## src/rtl/global_types.sv

```systemverilog
// Shared stream and filter-mode types for the packet filter path.
// No logic; types and a mode decode helper only.
// Not applicable (package).
package global_types;

    // Avalon-ST beat as carried between blocks on this path.
    typedef struct packed {
        logic        valid;
        logic        sop;
        logic        eop;
        logic [2:0]  empty;
        logic [63:0] data;
    } avln_st;

    // Encoding 3 is not named and behaves as PASS_ALL.
    typedef enum logic [1:0] {
        PASS_ALL   = 2'd0,
        DROP_FOUND = 2'd1,
        KEEP_FOUND = 2'd2
    } filt_mode_t;

    typedef enum logic {
        IDLE   = 1'b0,
        IN_PKT = 1'b1
    } pkt_state_t;

    // Turn a per-packet match verdict into a drop decision for the given mode.
    function automatic logic drop_for(input filt_mode_t mode, input logic verdict);
        case (mode)
            DROP_FOUND: return verdict;
            KEEP_FOUND: return ~verdict;
            default:    return 1'b0;
        endcase
    endfunction

endpackage

```

## src/rtl/packet_filter_gate_verdict_fifo.sv

```systemverilog
// 1-bit verdict queue with occupancy; pop on empty falls through to a same-cycle push.
// pop_dat is combinational from the head (or the push input when empty); state updates next edge.
// No stalls: a push while full is dropped, a pop while empty without push reads 0.
module verdict_fifo
    #(
    parameter int DEPTH = 32
    )
    (
    input  logic                     sys_clk,
    input  logic                     reset_n,
    input  logic                     push,
    input  logic                     push_dat,
    input  logic                     pop,
    output logic                     pop_dat,
    output logic                     full,
    output logic                     empty,
    output logic [$clog2(DEPTH):0]   level
);
    localparam int AW = $clog2(DEPTH);

    logic [AW-1:0] wr_ptr;
    logic [AW-1:0] rd_ptr;
    logic [AW:0]   count;
    logic          mem [DEPTH];
    logic          wr_en;
    logic          rd_en;

    assign empty   = (count == '0);
    assign full    = (count == DEPTH[AW:0]);
    // A push consumed by a fall-through pop never lands in storage.
    assign wr_en   = push & ~full & ~(pop & empty);
    assign rd_en   = pop & ~empty;
    assign pop_dat = empty ? (push & push_dat) : mem[rd_ptr];
    assign level   = count;

    // Storage write; contents need no reset because count gates every read.
    always_ff @(posedge sys_clk) begin
        if (wr_en) mem[wr_ptr] <= push_dat;
    end

    // Pointer and occupancy tracking; pointers wrap naturally at a power-of-2 depth.
    always_ff @(posedge sys_clk or negedge reset_n) begin
        if (!reset_n) begin
            wr_ptr <= '0;
            rd_ptr <= '0;
            count  <= '0;
        end else begin
            if (wr_en) wr_ptr <= wr_ptr + 1'b1;
            if (rd_en) rd_ptr <= rd_ptr + 1'b1;
            case ({wr_en, rd_en})
                2'b10:   count <= count + 1'b1;
                2'b01:   count <= count - 1'b1;
                default: count <= count;
            endcase
        end
    end

endmodule

```

## src/rtl/packet_filter_gate.sv

```systemverilog
// Packet-atomic drop/keep gate: queues delayed match verdicts and applies them per packet.
// One registered cycle from fifo_out to out.
// No backpressure: every valid fifo_out beat is consumed; verdict queue errors are flagged.
module packet_filter_gate
    import global_types::*;
    #(
    parameter int FOUND_DELAY   = 4,
    parameter int VERDICT_DEPTH = 32,
    parameter int CNT_W         = 32
    )
    (
    input  logic                             sys_clk,
    input  logic                             reset_n,
    input  avln_st                           in,
    input  logic                             found,
    input  avln_st                           fifo_out,
    output avln_st                           out,
    input  filt_mode_t                       cfg_mode,
    input  logic                             stat_clear,
    output logic [CNT_W-1:0]                 pkt_pass_cnt,
    output logic [CNT_W-1:0]                 pkt_drop_cnt,
    output logic                             vq_overflow,
    output logic                             vq_underflow,
    output logic [$clog2(VERDICT_DEPTH):0]   vq_level
);
    logic [FOUND_DELAY-1:0] sop_sr;
    logic                   push;
    logic                   pop;
    logic                   pop_dat;
    logic                   vq_full;
    logic                   vq_empty;
    pkt_state_t             state;
    pkt_state_t             state_nxt;
    logic                   drop_q;
    logic                   drop_nxt;
    logic                   cur_drop;
    logic                   tracked;
    logic                   eop_evt;
    logic                   unused_in;

    // Only sop/valid of the ingress stream matter here.
    assign unused_in = ^{in.eop, in.empty, in.data};

    assign push    = sop_sr[FOUND_DELAY-1];
    assign eop_evt = fifo_out.valid & fifo_out.eop & tracked;

    // Delay line marking the cycle in which `found` belongs to an accepted sop.
    always_ff @(posedge sys_clk or negedge reset_n) begin
        if (!reset_n) begin
            sop_sr <= '0;
        end else begin
            sop_sr[0] <= in.valid & in.sop;
            for (int i = 1; i < FOUND_DELAY; i++) sop_sr[i] <= sop_sr[i-1];
        end
    end

    verdict_fifo #(.DEPTH(VERDICT_DEPTH)) u_vq (
        .sys_clk  (sys_clk),
        .reset_n  (reset_n),
        .push     (push),
        .push_dat (found),
        .pop      (pop),
        .pop_dat  (pop_dat),
        .full     (vq_full),
        .empty    (vq_empty),
        .level    (vq_level)
    );

    // Packet state and the drop decision held from sop through eop.
    always_ff @(posedge sys_clk or negedge reset_n) begin
        if (!reset_n) begin
            state  <= IDLE;
            drop_q <= 1'b0;
        end else begin
            state  <= state_nxt;
            drop_q <= drop_nxt;
        end
    end

    // A sop always opens a new packet (even mid-packet) and takes the next verdict.
    always_comb begin
        state_nxt = state;
        drop_nxt  = drop_q;
        cur_drop  = drop_q;
        tracked   = (state == IN_PKT);
        pop       = 1'b0;
        if (fifo_out.valid && fifo_out.sop) begin
            pop       = 1'b1;
            tracked   = 1'b1;
            cur_drop  = drop_for(cfg_mode, pop_dat);
            drop_nxt  = cur_drop;
            state_nxt = fifo_out.eop ? IDLE : IN_PKT;
        end else if (fifo_out.valid && fifo_out.eop && state == IN_PKT) begin
            state_nxt = IDLE;
        end
    end

    // Output register; orphan beats outside a packet are never marked valid.
    always_ff @(posedge sys_clk or negedge reset_n) begin
        if (!reset_n) begin
            out <= '0;
        end else begin
            out.data  <= fifo_out.data;
            out.sop   <= fifo_out.sop;
            out.eop   <= fifo_out.eop;
            out.empty <= fifo_out.empty;
            out.valid <= fifo_out.valid & tracked & ~cur_drop;
        end
    end

    // Saturating per-packet statistics; clear beats a same-cycle increment.
    always_ff @(posedge sys_clk or negedge reset_n) begin
        if (!reset_n) begin
            pkt_pass_cnt <= '0;
            pkt_drop_cnt <= '0;
        end else if (stat_clear) begin
            pkt_pass_cnt <= '0;
            pkt_drop_cnt <= '0;
        end else if (eop_evt) begin
            if (cur_drop) begin
                if (!(&pkt_drop_cnt)) pkt_drop_cnt <= pkt_drop_cnt + 1'b1;
            end else begin
                if (!(&pkt_pass_cnt)) pkt_pass_cnt <= pkt_pass_cnt + 1'b1;
            end
        end
    end

    // Sticky queue error flags.
    always_ff @(posedge sys_clk or negedge reset_n) begin
        if (!reset_n) begin
            vq_overflow  <= 1'b0;
            vq_underflow <= 1'b0;
        end else if (stat_clear) begin
            vq_overflow  <= 1'b0;
            vq_underflow <= 1'b0;
        end else begin
            if (push && vq_full)             vq_overflow  <= 1'b1;
            if (pop && vq_empty && !push)    vq_underflow <= 1'b1;
        end
    end

endmodule
```

## config.mk

```make
export PLATFORM = sky130hd
export DESIGN_NAME = packet_filter_gate
export DESIGN_NICKNAME = d
export VERILOG_FILES = /design/src/rtl/global_types.sv /design/src/rtl/packet_filter_gate_verdict_fifo.sv /design/src/rtl/packet_filter_gate.sv
export SDC_FILE = /design/constraint.sdc
export NUM_CORES = 1
export LEC_CHECK = 0
export BUFFER_PORTS_ARGS = -buffer_cell sky130_fd_sc_hd__buf_2
export CAP_MARGIN = 20
export CORE_MARGIN = 3
export CORE_UTILIZATION = 51
export DETAILED_ROUTE_END_ITERATION = 10
export GPL_ROUTABILITY_DRIVEN = 0
export HOLD_SLACK_MARGIN = 0.05
export PLACE_DENSITY = 0.78
export SKIP_LAST_GASP = 1
export SLEW_MARGIN = 0
export SYNTH_ARGS = -nofsm -noshare
export SYNTH_HDL_FRONTEND = slang
export SYNTH_SLANG_ARGS = --single-unit
```

## constraint.sdc

```tcl
create_clock -name sys_clk -period 9.6 [get_ports sys_clk]
set_input_delay 1.92 -clock sys_clk [delete_from_list [all_inputs] [get_ports sys_clk]]
set_output_delay 1.92 -clock sys_clk [all_outputs]
set_load 0.1 [all_outputs]
```

* Word level (Yosys, flattened, before mapping) *
Memories as Yosys holds them, arrays and structs flattened.
Cells that the tools add are included.

operators by class
  $add $sub $neg = 6
  equal/unequal tests = 8
  muxes and demuxes = 23
  bitwise logic cells = 15
  reductions and logical operators = 18

operator list
  operator               number
  $mux 32                8
  $add 32x1->32 const B  2
  $reduce_and 32->1      2
  $mux 1                 13
  $pmux 6 s2             1
  $reduce_bool 2->1      6
  $add 5x1->5 const B    2
  $and 1x1->1            10
  $add 6x1->6 const B    1
  $eq 6x6->1 const B     1
  $logic_and 1x1->1      6
  $logic_not 6->1        1
  $ne 2x2->1 const B     3
  $reduce_and 3->1       2
  $sub 6x1->6 const B    1
  $not 1->1              5
  $eq 2x1->1 const B     2
  $eq 2x2->1 const B     2
  $pmux 1 s2             1
  $logic_not 1->1        1

word-level totals
  register bits after elaboration = 158
  RAM bits = 32
  input bits = 146
  output and inout port bits = 142
  logic and storage cells = 86
  memories = 1

memories
  name      depth  bits a word  rd ports  clocked after memory_dff  wr ports  RTL line                               text
  u_vq.mem  32     1            1         0                         1         packet_filter_gate_verdict_fifo.sv:24  logic mem [DEPTH];

* Longest topological paths before layout *
Gate-level depths: netlist of run 1.

  depth in word-level cells = 8
  gate-level depth with buffers = 13
  gate-level depth less buffers = 12

* By module *
A second synthesis of run 1 with hierarchy kept.

second synthesis, totals
  cell total of the unflattened synthesis = 736
  area total of the unflattened synthesis = 8,353.0 µm²

by module, submodules not included
  module              instances  cells each  area each (µm²)  sequential area each (µm²)
  packet_filter_gate  1          532         5,915.7          3,553.4
  verdict_fifo        1          204         2,437.3          1,361.3

* Worst setup path before layout of run 1 *
OpenSTA, ideal clock, no wires.

  path kind = input to register
  start point = input fifo_out[69] in the netlist's numbering
  end point = register u_vq.count[5], in the netlist u_vq.level[5]
  library setup time = 163 ps
  data arrival time = 4,359 ps
  setup slack = 5,078 ps
  cell stages on the path = 12
  path buffers = 1
  path through = and2_1 > or2_2 > a21boi_1 > inv_1 > ha_1 > clkbuf_1 > nor4bb_1 > or4_1 > a21oi_1 > o21bai_1 > a21oi_1 > xor2_1

on the way
  longest elaborated chain between the ends = 7
  elaborated cells between the ends (all ways) = 10
  those cells by class = eq/ne (2); mux (2); bitwise (4); reduce/logical (2)

ends and longest elaborated chain
  element                                          RTL line                               text
  from (decl)                                      packet_filter_gate.sv:16               input avln_st fifo_out,
  $logic_and 1x1->1 *                              packet_filter_gate.sv:87               if (fifo_out.valid && fifo_out.sop) begin
  $mux 1 *                                         packet_filter_gate.sv:87
  $and 1x1->1                                      packet_filter_gate_verdict_fifo.sv:31  assign wr_en = push & ~full & ~(pop & empty);
  $not 1->1                                        packet_filter_gate_verdict_fifo.sv:31
  $and 1x1->1                                      packet_filter_gate_verdict_fifo.sv:31
  $eq 2x1->1 or $eq 2x2->1 (tied branches)         packet_filter_gate_verdict_fifo.sv:50  case ({wr_en, rd_en})
  $pmux 6 s2 or $reduce_bool 2->1 (tied branches)  -
  to (signal assigned)                             packet_filter_gate_verdict_fifo.sv:51  2'b10: count <= count + 1'b1;
  to (signal assigned)                             packet_filter_gate_verdict_fifo.sv:52  2'b01: count <= count - 1'b1;
  to (signal assigned)                             packet_filter_gate_verdict_fifo.sv:53  default: count <= count;
  to (decl)                                        packet_filter_gate_verdict_fifo.sv:23  logic [AW:0] count;

Mark *: on every way between the ends. The rest lies on a longest branch, timed or not.
A chain may end at the register's enable or synchronous reset.

* Worst setup path in the final report of run 1 *
  start point = input fifo_out[68] in the netlist's numbering
  end point = register u_vq.count[5], in the netlist u_vq.level[5]

The elaborated chain is that of the path after synthesis.

==> impl_metrics.env, run 1 <==
export IMPL_highest_layer="met4"
export IMPL_power_density_nw_per_um2=217
export IMPL_start_util_pct=52.9
export IMPL_drc=0
export IMPL_wl_per_cell_um=16.0
export IMPL_grt_setup_unrepaired="false"
export IMPL_finalSetupViolCount=0
export IMPL_drt_antenna_violating_nets=0
export IMPL_startpoint_type="input pin"
export IMPL_synth_area_um2=8520
export IMPL_die_h_um=135
export IMPL_fin_worst_skew_ns=0.0104
export IMPL_drive_above_1_share_pct=32.5
export IMPL_vias=6516
export IMPL_drtPass1Iterations=5
export IMPL_setup_tns_ns=0
export IMPL_dpl_hpwl_um=12700
export IMPL_grtUsageTotal_pct=20.4
export IMPL_antenna_found_initial=0
export IMPL_holdPathEnd="sop_sr[3]$_DFF_PN0_"
export IMPL_avgViaCountPerCell=5.55
export IMPL_num_rows=46
export IMPL_yosys_most_used_dff="dfrtp_1"
export IMPL_cp_slowest_cell="a21boi_1"
export IMPL_worst_slew_pin_slew_ns=1.02
export IMPL_grt_pass1_wl_um=30200
export IMPL_synthArstFlopShare_pct=83.2
export IMPL_insertion_delay_ns=0.43
export IMPL_synth_edf_count=32
export IMPL_hold_worst_slack_ns=0.351
export IMPL_pre_cts_ws_ns=4.63
export IMPL_finalPower_uw=2240
export IMPL_htree_levels=4
export IMPL_wl_um=18800
export IMPL_p_leak_uw=0.00461
export IMPL_synth_cell_types=59
export IMPL_drt_iter0_drc=522
export IMPL_maxCapViolations=0
export IMPL_crit_reg2reg_launch="u_vq.rd_ptr[0]$_DFFE_PN0P_"
export IMPL_crit_path_cell_trace="buf_2, and2_1, or2_2, a21boi_1, inv_1, ha_1, nand2_1, a21boi_0, or4_1, a21oi_1, o21bai_1, a21oi_1, xor2_1"
export IMPL_yosysSeqAreaShare_pct=57.7
export IMPL_crit_reg2reg_capture="pkt_drop_cnt[27]$_DFFE_PN0P_"
export IMPL_cp_common_cell="a21oi_1"
export IMPL_cp_data_required_time_ns=9.96
export IMPL_cts_tree="done"
export IMPL_cts_hold_buffers=0
export IMPL_grt_remaining_overflow=0
export IMPL_timing_final_ws_setup_ns=5.07
export IMPL_status="finished clean"
export IMPL_hp_class="reg2reg"
export IMPL_met1_length_um=8100
export IMPL_hold_depth=0
export IMPL_core_area_um2=16100
export IMPL_max_freq_mhz=221
export IMPL_yosys_warnings=0
export IMPL_port_buffers=219
export IMPL_finalMaxSlewViolations=0
export IMPL_finalHoldViolCount=0
export IMPL_wl_met3_um=1020
export IMPL_crit_fanout=12
export IMPL_worstHoldStart="sop_sr[2]$_DFF_PN0_"
export IMPL_ir_worst_vdd_mv=0.153
export IMPL_crit_path_end_kind="flip-flop"
export IMPL_syn_nets=906
export IMPL_antenna_cells=0
export IMPL_cts_buffer_depth=2
export IMPL_slew_headroom_pct=31.8
export IMPL_numCtsBuffers=17
export IMPL_die_area_um2=18300
export IMPL_die_w_um=135
export IMPL_syn_area_per_cell_um2=11.4
export IMPL_ys_ff_latch=190
export IMPL_finalCriticalPeriod_ns=4.53
export IMPL_r2r_setup_slack_ns=6.14
export IMPL_cts_sinks=190
export IMPL_final_net_count=1102
export IMPL_syn2layout_area_growth_pct=21.2
export IMPL_worstPathArrival_ns=4.89
export IMPL_grt_pass1_vias=6134
export IMPL_wl_met2_um=9510
export IMPL_dp_cells=1142
export IMPL_crit_path_max_incr_delay_ns=0.57
export IMPL_grt_max_degree=104
export IMPL_criticalPathCategory="in2reg"
export IMPL_cts_resized=0
export IMPL_finalCritPeriodShare_pct=47.2
export IMPL_pin_count=288
export IMPL_cts_setup_buffers=0
export IMPL_clock_root_buffer="clkbuf_16"
export IMPL_fin_cells=1175
export IMPL_ff2ff_path_depth=8
export IMPL_clk_pin_slew_ns=0.08
export IMPL_synthesis_instances=750
export IMPL_fillCellCount=1279
## synthesized netlist by cell type, types with 15 or more instances
library cell | instances | area [um^2]
a21oi_1 | 30 | 150
clkbuf_1 | 29 | 109
dfrtp_1 | 158 | 3950
edfxtp_1 | 32 | 961
mux2_2 | 37 | 417
nand2_1 | 36 | 135
nand3_1 | 29 | 145
nand4_1 | 22 | 138
nor2_1 | 93 | 349
nor2b_1 | 39 | 244
nor3_1 | 15 | 75.1
nor4_1 | 20 | 125
or4_1 | 19 | 143
## area by class of cell
class	instances	area (um^2)	share of cell area [%]
clock inverters	13	160	1.55
well taps	216	270	2.62
flip-flops and latches	190	4910	47.6
clock buffers	19	454	4.40
multi-input cells	505	3340	32.3
inverters	6	22.5	0.218
repair buffers	226	1170	11.3
## worst max-delay path by stage
stage,from,end,cells past startpoint
final,fifo_out[68],u_vq.level[5]$_DFFE_PN0P_,13
after global routing,fifo_out[68],u_vq.level[5]$_DFFE_PN0P_,13
after CTS,fifo_out[68],u_vq.level[5]$_DFFE_PN0P_,13
after detailed placement,fifo_out[68],u_vq.level[5]$_DFFE_PN0P_,13
after global placement,fifo_out[68],u_vq.level[5]$_DFFE_PN0P_,13
after floorplan,fifo_out[69],u_vq.level[5]$_DFFE_PN0P_,12
## through the flow
| step | utilization (%) | cell area (um^2) |
|---|---|---|
| after floorplan | - | 8520 |
| after global placement | 60.1 | 9690 |
| after detailed placement | 60.1 | 9690 |
| after CTS | 63.9 | 10300 |
| after global routing | 64.1 | 10300 |
| final | 64.1 | 10300 |
## layer usage
layer  vias to the layer above  track usage, %
li1                       3114               -
met1                      3196            27.9
met2                       191            33.8
met3                        15            4.31
met4                         0            4.48
met5                         -               0
## critical path: cells and delay by family
| kind | cells | cell delay, ns |
|---|---|---|
| fa+ha+maj | 1 | 0.37 |
| xor+xnor | 1 | 0.15 |
| simple gates | 4 | 1.09 |
| compound gates | 5 | 1.07 |
| buf+inv | 2 | 0.28 |
## cells in the final DEF (no fill, tap or decap), types with 6 or more instances in the layout
| cell type | Yosys | routed |
|---|---|---|
| edfxtp_1 | 32 | 32 |
| nand2b_1 | 7 | 7 |
| nor4_1 | 20 | 20 |
| and2_1 | 7 | 7 |
| nand2_1 | 36 | 36 |
| or3_1 | 11 | 11 |
| a21oi_1 | 30 | 30 |
| inv_1 | 6 | 6 |
| xor2_1 | 7 | 7 |
| mux2i_1 | 11 | 11 |
| o41ai_1 | 6 | 6 |
| and4_1 | 7 | 7 |
| xnor2_1 | 8 | 8 |
| buf_4 | 3 | 6 |
| mux2_2 | 37 | 37 |
| dfrtp_1 | 158 | 158 |
| inv_8 | 0 | 7 |
| or4b_1 | 6 | 6 |
| clkbuf_16 | 0 | 18 |
| nand4_1 | 22 | 22 |
| and3_1 | 10 | 10 |
| nor2_1 | 93 | 92 |
| buf_2 | 7 | 218 |
| o21ai_0 | 13 | 13 |
| o31ai_1 | 14 | 14 |
| nor2b_1 | 39 | 39 |
| or4_1 | 19 | 19 |
| ha_1 | 10 | 10 |
| nand3_1 | 29 | 29 |
| nor3_1 | 15 | 15 |
## sequential cells by signal, indices dropped and copies added (netlist names)
| signal | count |
|---|---|
| vq_overflow | 1 |
| pkt_pass_cnt | 32 |
| out | 70 |
| state | 1 |
| u_vq.rd_ptr | 5 |
| vq_underflow | 1 |
| sop_sr | 4 |
| u_vq.level | 6 |
| u_vq.wr_ptr | 5 |
| pkt_drop_cnt | 32 |
| u_vq.mem | 32 |
| drop_q | 1 |
## cell families (layout without fill, tap and decap cells)
family	count (synthesis)	count (layout)	share of synthesized area, %
AO/OA/AOI/OAI	87	87	6.99
multiplexers	52	52	7.24
AND/OR/NAND/NOR	341	341	21.9
XOR/XNOR	15	15	1.54
adder cells (fa/ha/maj)	10	10	1.47
buffers and inverters	55	264	3.19
flip-flops	190	190	57.7
## where the power goes
part,internal (uW),switching [uW]
clock network,391,337
registers,876,87.7
logic,154,390
No activity file was read; power rests on OpenSTA's default activity.
==> run 2: changes to the inputs <==
clock period = 4.45 ns   (was 9.6 ns; I/O delays follow)
==> impl_metrics.env, run 2 (synthesis results as in run 1) <==
export IMPL_cp_endpoint="pkt_pass_cnt[25]$_DFFE_PN0P_"
export IMPL_pin_count=288
export IMPL_cts_tree="done"
export IMPL_criticalPathCategory="reg2reg"
export IMPL_maxCapViolations=0
export IMPL_crit_path_end_kind="flip-flop"
export IMPL_hp_class="reg2reg"
export IMPL_drt_iter0_drc=445
export IMPL_cp_data_required_time_ns=4.77
export IMPL_wl_um=19200
export IMPL_worst_slew_pin_slew_ns=0.962
export IMPL_die_area_um2=18300
export IMPL_finalMaxSlewViolations=0
export IMPL_power_density_nw_per_um2=461
export IMPL_antenna_found_initial=0
export IMPL_fillCellCount=1308
export IMPL_fin_worst_skew_ns=0.0124
export IMPL_dp_cells=1148
export IMPL_finalCriticalPeriod_ns=3.50
export IMPL_status="finished clean"
export IMPL_finalHoldViolCount=0
export IMPL_crit_reg2reg_launch="pkt_pass_cnt[3]$_DFFE_PN0P_"
export IMPL_p_leak_uw=0.00462
export IMPL_antenna_cells=0
export IMPL_worstHoldStart="sop_sr[0]$_DFF_PN0_"
export IMPL_finalCritPeriodShare_pct=78.6
export IMPL_finalSetupViolCount=0
export IMPL_crit_fanout=24
export IMPL_vias=6604
export IMPL_port_buffers=219
export IMPL_met1_length_um=8140
export IMPL_wl_met2_um=9730
export IMPL_avgViaCountPerCell=5.60
export IMPL_highest_layer="met4"
export IMPL_grt_pass1_vias=6373
export IMPL_die_w_um=135
export IMPL_fin_cells=1180
export IMPL_worstPathArrival_ns=3.82
export IMPL_drive_above_1_share_pct=32.9
export IMPL_dpl_hpwl_um=13100
export IMPL_largest_register_ffs=70
export IMPL_grt_pass1_wl_um=31100
export IMPL_slew_headroom_pct=35.9
export IMPL_crit_path_cell_trace="and4_1, and3_1, nand4_1, or4_1, nand2_1, buf_4, nor4_1, mux2_2"
export IMPL_crit_path_max_incr_delay_ns=0.62
export IMPL_drtPass1Iterations=5
export IMPL_wl_per_cell_um=16.3
export IMPL_cts_hold_buffers=0
export IMPL_grtUsageTotal_pct=21.0
export IMPL_startpoint_type="flip-flop"
export IMPL_die_h_um=135
export IMPL_insertion_delay_ns=0.43
export IMPL_grt_max_degree=102
export IMPL_drt_antenna_violating_nets=0
export IMPL_setup_tns_ns=0
export IMPL_grt_remaining_overflow=0
export IMPL_syn2layout_area_growth_pct=21.1
export IMPL_final_common_cell="buf_2"
export IMPL_regMostFlops="out"
export IMPL_mostFrequentLayoutCells="218 x buf_2, 158 x dfrtp_1, 92 x nor2_1"
export IMPL_r2r_setup_slack_ns=0.95
export IMPL_htree_levels=4
export IMPL_wl_met3_um=1050
export IMPL_grt_setup_unrepaired="false"
export IMPL_cp_slowest_cell="or4_1"
export IMPL_clk_pin_slew_ns=0.08
export IMPL_critPathLaunch="pkt_pass_cnt[3]$_DFFE_PN0P_"
export IMPL_cts_setup_buffers=0
export IMPL_start_util_pct=52.9
export IMPL_max_freq_mhz=286
export IMPL_hold_depth=0
export IMPL_crit_reg2reg_capture="pkt_pass_cnt[25]$_DFFE_PN0P_"
export IMPL_cts_sinks=190
export IMPL_cts_buffer_depth=2
export IMPL_numCtsBuffers=17
export IMPL_clock_root_buffer="clkbuf_16"
export IMPL_cts_resized=0
export IMPL_ir_worst_vdd_mv=0.295
export IMPL_drc=0
export IMPL_final_net_count=1107
export IMPL_ff2ff_path_depth=8
export IMPL_num_rows=46
export IMPL_core_area_um2=16100
==> run 2: changes by cell type in the layout (fill, tap and decap cells not counted) <==
cell	delta
clkinv_8	+1
inv_8	-1
buf_12	-1
bufinv_16	-1
clkinv_2	+1
clkinv_4	+1
buf_4	+6
clkbuf_16	-1
==> run 2: routing by layer <==
metal | up-vias | GRT usage (%)
met5 | - | 0
met1 | 3242 | 28.2
li1 | 3135 | -
met3 | 26 | 4.31
met2 | 201 | 34.7
met4 | 0 | 6.27
==> run 2: worst min path at each step <==
stage	slack (ns)	to
final	0.35	sop_sr[1]$_DFF_PN0_
after global routing	0.35	sop_sr[1]$_DFF_PN0_
after CTS	0.35	sop_sr[1]$_DFF_PN0_
after detailed placement	0.33	sop_sr[1]$_DFF_PN0_
after global placement	0.34	sop_sr[2]$_DFF_PN0_
after floorplan	0.33	sop_sr[1]$_DFF_PN0_
==> run 2: critical path: cells and delay by family (launching register included) <==
family,cells,cell delay (ns)
buf+inv,1,0.38
flops,1,0.45
mux,1,0.30
simple gates,6,2.27
==> run 2: power breakdown <==
group | leakage [uW] | total [uW] | switching, uW | internal [uW]
Clock | 0.000286 | 1480 | 731 | 753
Sequential | 0.00229 | 2070 | 181 | 1890
Combinational | 0.00203 | 1200 | 868 | 335
==> run 2: cell type report <==
| cell class | count | area, um^2 | share of cell area [%] |
|---|---|---|---|
| Sequential cell | 190 | 4910 | 47.7 |
| Multi-Input combinational cell | 505 | 3340 | 32.3 |
| Timing Repair Buffer | 231 | 1190 | 11.6 |
| Clock buffer | 18 | 429 | 4.16 |
| Tap cell | 216 | 270 | 2.62 |
| Clock inverter | 14 | 149 | 1.44 |
| Inverter | 6 | 22.5 | 0.218 |
==> run 2: through the flow <==
step                hold WS [ns]  setup WS [ns]  total power (uW)  utilization, %  instance area (um^2)
floorplan                  0.331          0.733              3060               -                  8520
global placement           0.339          0.939              3280            60.4                  9740
detailed placement         0.335          0.890              3310            60.4                  9740
CTS                        0.351           1.01              4800            64.0                 10300
global route               0.353          0.681              4980            64.0                 10300
finish                     0.350          0.951              4760            64.0                 10300
